==> src/rtl/spi_pkg.sv <==
// Shared types for the SPI receive-path ping-pong controller.
package spi_pkg;

  typedef enum logic [1:0] {
    ST_RUN      = 2'd0,
    ST_WAIT_SPI = 2'd1,
    ST_SWAP     = 2'd2
  } state_e;

  localparam logic BANK_A = 1'b0;
  localparam logic BANK_B = 1'b1;

endpackage

==> src/rtl/sat_counter.sv <==
// Word counter that stops at a caller-supplied limit; clr has priority over inc.
module sat_counter #(
  parameter int CNT_WIDTH = 4
) (
  input  logic                 clk,
  input  logic                 rst,
  input  logic                 inc,
  input  logic                 clr,
  input  logic [CNT_WIDTH-1:0] limit,
  output logic [CNT_WIDTH-1:0] cnt,
  output logic                 below
);

  logic [CNT_WIDTH-1:0] cnt_q;

  assign cnt   = cnt_q;
  assign below = (cnt_q < limit);

  always_ff @(posedge clk) begin
    if (rst) begin
      cnt_q <= '0;
    end else if (clr) begin
      cnt_q <= '0;
    end else if (inc && below) begin
      cnt_q <= cnt_q + 1'b1;
    end
  end

endmodule

==> src/rtl/spi_pingpong_ctrl.sv <==
// Ping-pong sequencing of two receive buffers between the SPI shifter and the PU.
//   state    | meaning
//   RUN      | SPI fills bank_sel bank, PU drains the other
//   WAIT_SPI | cycle boundary seen mid-transaction; PU re-reads stale frame
//   SWAP     | one-cycle bank exchange, both actions held low
module spi_pingpong_ctrl
  import spi_pkg::*;
#(
  parameter  int BUF_SIZE  = 10,
  localparam int CNT_WIDTH = $clog2(BUF_SIZE + 1)
) (
  input  logic                 clk,
  input  logic                 rst,
  input  logic                 spi_cs_active,
  input  logic                 spi_word_done,
  input  logic                 spi_xfer_end,
  input  logic                 cycle_begin,
  input  logic                 pu_oe,
  output logic                 bank_sel,
  output logic                 a_receive_mode,
  output logic                 b_receive_mode,
  output logic                 a_action,
  output logic                 b_action,
  output logic [CNT_WIDTH-1:0] frame_len,
  output logic                 stale,
  output logic                 overflow,
  output logic                 underflow
);

  state_e               state_q;
  logic                 bank_sel_q;
  logic                 a_mode_q;
  logic                 b_mode_q;
  logic [CNT_WIDTH-1:0] frame_len_q;
  logic                 stale_q;
  logic                 overflow_q;
  logic                 underflow_q;

  logic [CNT_WIDTH-1:0] spi_cnt;
  logic [CNT_WIDTH-1:0] pu_cnt;
  logic                 spi_below;
  logic                 pu_below;
  logic                 in_swap;
  logic                 spi_fwd;
  logic                 pu_fwd;
  logic                 swap_go;

  assign in_swap = (state_q == ST_SWAP);
  assign spi_fwd = spi_word_done && spi_below && !in_swap;
  assign pu_fwd  = pu_oe && pu_below && !in_swap;

  always_comb begin
    swap_go = 1'b0;
    unique case (state_q)
      ST_RUN:      swap_go = cycle_begin && (!spi_cs_active || spi_xfer_end);
      ST_WAIT_SPI: swap_go = spi_xfer_end || !spi_cs_active;
      default:     swap_go = 1'b0;
    endcase
  end

  sat_counter #(.CNT_WIDTH(CNT_WIDTH)) u_spi_cnt (
    .clk   (clk),
    .rst   (rst),
    .inc   (spi_fwd),
    .clr   (swap_go),
    .limit (CNT_WIDTH'(BUF_SIZE)),
    .cnt   (spi_cnt),
    .below (spi_below)
  );

  sat_counter #(.CNT_WIDTH(CNT_WIDTH)) u_pu_cnt (
    .clk   (clk),
    .rst   (rst),
    .inc   (pu_fwd),
    .clr   (swap_go),
    .limit (frame_len_q),
    .cnt   (pu_cnt),
    .below (pu_below)
  );

  always_ff @(posedge clk) begin
    if (rst) begin
      state_q     <= ST_RUN;
      bank_sel_q  <= BANK_A;
      a_mode_q    <= 1'b1;
      b_mode_q    <= 1'b0;
      frame_len_q <= '0;
      stale_q     <= 1'b0;
      overflow_q  <= 1'b0;
      underflow_q <= 1'b0;
    end else begin
      if (spi_word_done && !spi_fwd) overflow_q  <= 1'b1;
      if (pu_oe && !pu_fwd)          underflow_q <= 1'b1;
      if (swap_go) begin
        // A word landing in the same cycle as the boundary belongs to the outgoing frame.
        state_q     <= ST_SWAP;
        bank_sel_q  <= ~bank_sel_q;
        a_mode_q    <= bank_sel_q;
        b_mode_q    <= ~bank_sel_q;
        frame_len_q <= spi_cnt + CNT_WIDTH'(spi_fwd);
        stale_q     <= 1'b0;
      end else begin
        unique case (state_q)
          ST_RUN: begin
            if (cycle_begin && spi_cs_active) begin
              state_q <= ST_WAIT_SPI;
              stale_q <= 1'b1;
            end
          end
          ST_WAIT_SPI: state_q <= ST_WAIT_SPI;
          default:     state_q <= ST_RUN;
        endcase
      end
    end
  end

  assign bank_sel       = bank_sel_q;
  assign a_receive_mode = a_mode_q;
  assign b_receive_mode = b_mode_q;
  assign a_action       = (bank_sel_q == BANK_A) ? spi_fwd : pu_fwd;
  assign b_action       = (bank_sel_q == BANK_B) ? spi_fwd : pu_fwd;
  assign frame_len      = frame_len_q;
  assign stale          = stale_q;
  assign overflow       = overflow_q;
  assign underflow      = underflow_q;

endmodule

==> config.mk <==
export PLATFORM = sky130hd
export DESIGN_NAME = spi_pingpong_ctrl
export DESIGN_NICKNAME = d
export VERILOG_FILES = /design/src/rtl/spi_pkg.sv /design/src/rtl/sat_counter.sv /design/src/rtl/spi_pingpong_ctrl.sv
export SDC_FILE = /design/constraint.sdc
export NUM_CORES = 1
export LEC_CHECK = 0
export CELL_PAD_IN_SITES_DETAIL_PLACEMENT = 0
export CELL_PAD_IN_SITES_GLOBAL_PLACEMENT = 1
export CORE_ASPECT_RATIO = 1.5
export CORE_MARGIN = 8
export CORE_UTILIZATION = 38
export CTS_CLUSTER_DIAMETER = 50
export DETAILED_ROUTE_END_ITERATION = 12
export PLACE_DENSITY_LB_ADDON = 0.15
export SYNTH_ARGS = -nofsm -noshare
export SYNTH_HDL_FRONTEND = slang
export SYNTH_SLANG_ARGS = --single-unit
==> constraint.sdc <==
create_clock -name clk -period 2 [get_ports clk]
set_input_delay 0.3 -clock clk [delete_from_list [all_inputs] [get_ports clk]]
set_output_delay 0.3 -clock clk [all_outputs]
set_load 0.05 [all_outputs]
==> summary.md <==
| Metric | Value |
|---|---|
| Outcome | finished, final reports clean |
| Mapped Area | 997 sq um |
| Clock Latency Late Sink | approximately 250 ps |
| Worst-margin pin slew | approximately 500 ps |
| Inserted Clock Buffers | 3 |
| Finished Cell Area | 1330 sq um |
| Final net count | 140 |
| CP max stage delay | between 300 and 400 ps |
| Crit Reg-Reg Startpoint | state_q[0] |
| DRC violations left | 0 |
| Critical path's top delay family | compound AO/OA/AOI/OAI gates |
| Initial antenna violation count | 0 |
| Max cap viols | 0 |
| Final Instance Count excl. Fillers | 150 |
| DRT iter0 DRCs | 12 |
| Crit path max fanout | 4 |
| Commonest non-fill, non-tap cells in the layout | clkdlybuf4s50_1, dfxtp_1, nor2_1, nand2_1, mux2i_1 |
| Largest net degree at the start of global routing | 11 |
| Die Wd | between 50 and 60 um |
| Clk_skew | a little over 3 ps |
| Switching part of the total | 0.318 |
| CP Cell Sequence | ha_4, a211o_4, a21oi_4, mux2_4, buf_12 |
| Placed cell area | around 1200 sq um |
| Syn nets | 114 |
| Worst Hold Class | register to register |
| Worst Path Buf+Inv | 1 |
| Slew HR | 0.666 |
| CP max stage cell | dfxtp_4 |
| Final hold violations | 0 |
| Clock power share | 0.256 |
| Detailed placement HPWL | approximately 1600 um |
| Min cycle time layout | a little under 2000 ps |
| Netlist cell types | 36 |
| CP startpoint kind | register |
| Leakage | between 0.5 and 0.6 nW |
| Period utilization | 0.973 |
| Setup TNS | 0 ps |
| # setup viols final | 0 |
| Inst Count DP | around 140 |
| Syn Area/Cell | between 9 and 10 sq um |
| Slew Limit Fails | 0 |
| Vias | between 700 and 800 |
| Synth-to-layout area growth | 33.8% |
| Starting Density | 0.385 |
| Sequential power share | 0.424 |
| Sequential area share after synthesis | 0.381 |
| Total gr overflow | 0 |
| Min Hold Slack | between 400 and 500 ps |
| Layout cells sized above 1 | 0.272 |
| Internal power | roughly 0.68 mW |
| Routed WL | slightly above 2000 um |
| IO Pins | 19 |
| Hold Path Origin | underflow |
| Total Routing Usage GR | 0.0973 |
| Yosys reg bits | 19 |
| Logic pwr share | 0.320 |
| Vias in the first global route | just under 800 |
| Routability cong. | 0.759 |
| Arrival time at the worst endpoint | approximately 1700 ps |
| Post-route ant nets | 0 |
| Sw Pwr | 0.318 mW |
| Crit. End Element | output port |
| PD cells | ~750 nW/um^2 |
| Core outline area | about 2600 sq um |
| First-pass GRT wire length | between 3000 and 4000 um |
| # rows | 23 |
| Final core occ | 0.515 |
| Fmax | a little over 500 MHz |
| Yosys warns | 0 |
| Worst vdd ir | around 0.00043 V |
| CTS tree | yes |
| Post-CTS Hold Buffers | 0 |
| Root buffer cell | clkbuf_8 |
| Worst Path Required | roughly 1700 ps |
| Detailed Routing Iterations Pass 1 | 4 |
| # clock sinks | 19 |
| Port Buffer Count | 18 |
| Number of diodes | 0 |
| Max H-tree Level | 1 |
| Clock transition at path regs | 60 ps |
| Unrepaired setup endpoints after global routing | true |
| Critical path type | register to output port |
| Die ar. | between 4000 and 5000 sq um |
| Synth Instances | 100 |
| Vias/cell | slightly above 5 |
| Die Y | between 70 and 80 um |
| Origin of the worst setup path | u_pu_cnt.cnt[1] |
| Most common cell after layout, fill and taps aside | clkdlybuf4s50_1 |
| CTS max path bufs | 2 |
| WL/cell | between 10 and 15 um |
area by class of cell:
| cell class | instances | area, sq um |
|---|---|---|
| sequential | 19 | 388 |
| clock buffer | 4 | 45.0 |
| inverter | 6 | 22.5 |
| fill | 262 | 1260 |
| timing repair buffer | 24 | 245 |
| multi-input combinational | 72 | 602 |
| tap | 25 | 31.3 |
synthesized netlist by cell type:
cell	instances	share of area
a211o_4	1	0.018
a211oi_1	2	0.015
a211oi_2	2	0.025
a21oi_1	3	0.015
a21oi_4	1	0.016
a31oi_1	1	0.0063
a41oi_1	1	0.0088
buf_2	1	0.0050
buf_4	1	0.0075
clkbuf_1	1	0.0038
dfxtp_1	19	0.38
ha_1	7	0.088
inv_1	5	0.019
inv_2	1	0.0038
mux2_2	2	0.023
mux2i_1	7	0.070
nand2_1	9	0.034
nand2b_1	4	0.025
nand2b_4	1	0.014
nand3_1	2	0.010
nand3_2	1	0.010
nand3b_4	1	0.020
nand4_1	1	0.0063
nor2_1	11	0.041
nor2_2	1	0.0063
nor2b_4	1	0.014
nor3_2	1	0.010
nor3_4	1	0.016
nor4_1	1	0.0063
o21a_1	1	0.0075
o21ai_1	1	0.0050
o2bb2ai_1	1	0.0088
o31a_2	1	0.010
or2_1	1	0.0063
xnor2_1	3	0.026
xor2_1	2	0.018
power groups by stage:
stage	Combinational [mW]	Sequential (mW)	Clock [mW]
6_report	0.321	0.425	0.256
5_1_grt	0.343	0.429	0.286
4_1_cts	0.325	0.426	0.270
3_5_place_dp	0.310	0.434	0
3_3_place_gp	0.309	0.434	0
2_1_floorplan	0.147	0.488	0
metal layers:
| layer | vias up | routed length (um) | global-route usage |
|---|---|---|---|
| met2 | 8 | 1160 | 0.186 |
| met3 | 2 | 72 | 0.0258 |
| met5 | - | 0 | 0 |
| li1 | 395 | - | - |
| met4 | 0 | 25 | 0.0517 |
| met1 | 362 | 798 | 0.0895 |
path summary, 6_finish.rpt:
check	end	slack (ps)	cells past startpoint
max	a_action	50	5
min reg2reg	underflow	470	1
max reg2reg	frame_len[2]	380	7
min	underflow	470	1
metrics by stage:
stage | worst slack, ps | total power [mW]
2_1_floorplan | -23.3 | 0.635
3_3_place_gp | 176 | 0.744
3_5_place_dp | 177 | 0.744
4_1_cts | 0.269 | 1.02
5_1_grt | -16.9 | 1.06
6_report | 53.0 | 1.00
registers in the layout (all words and copies together), names as in the netlist:
signal and flops:
stale 1, overflow 1, frame_len 4, state_q 2, underflow 1, u_spi_cnt.cnt 4, b_receive_mode 1, u_pu_cnt.cnt 4
a_receive_mode 1
cell families (layout without fill, tap and decap cells):
group	count (synthesis)	after routing	synth area share
xor gates and xnor gates	5	5	0.0439
DFF	19	19	0.381
buffers and inverters	9	34	0.0389
adders and majority gates	7	7	0.0878
AOI/OAI and AO/OA	15	15	0.136
and+or+nand+nor	36	36	0.220
muxes	9	9	0.0928
timing repair:
| item | in CTS | in global routing |
|---|---|---|
| endpoints found under the setup margin | 2 | 2 |
| pin swaps | 3 | 2 |
| endpoints found under the hold margin | 0 | 0 |
| setup buffers | 3 | 0 |
| resized for setup | 6 | 3 |
Note: power is estimated with default switching activity, not from simulation.
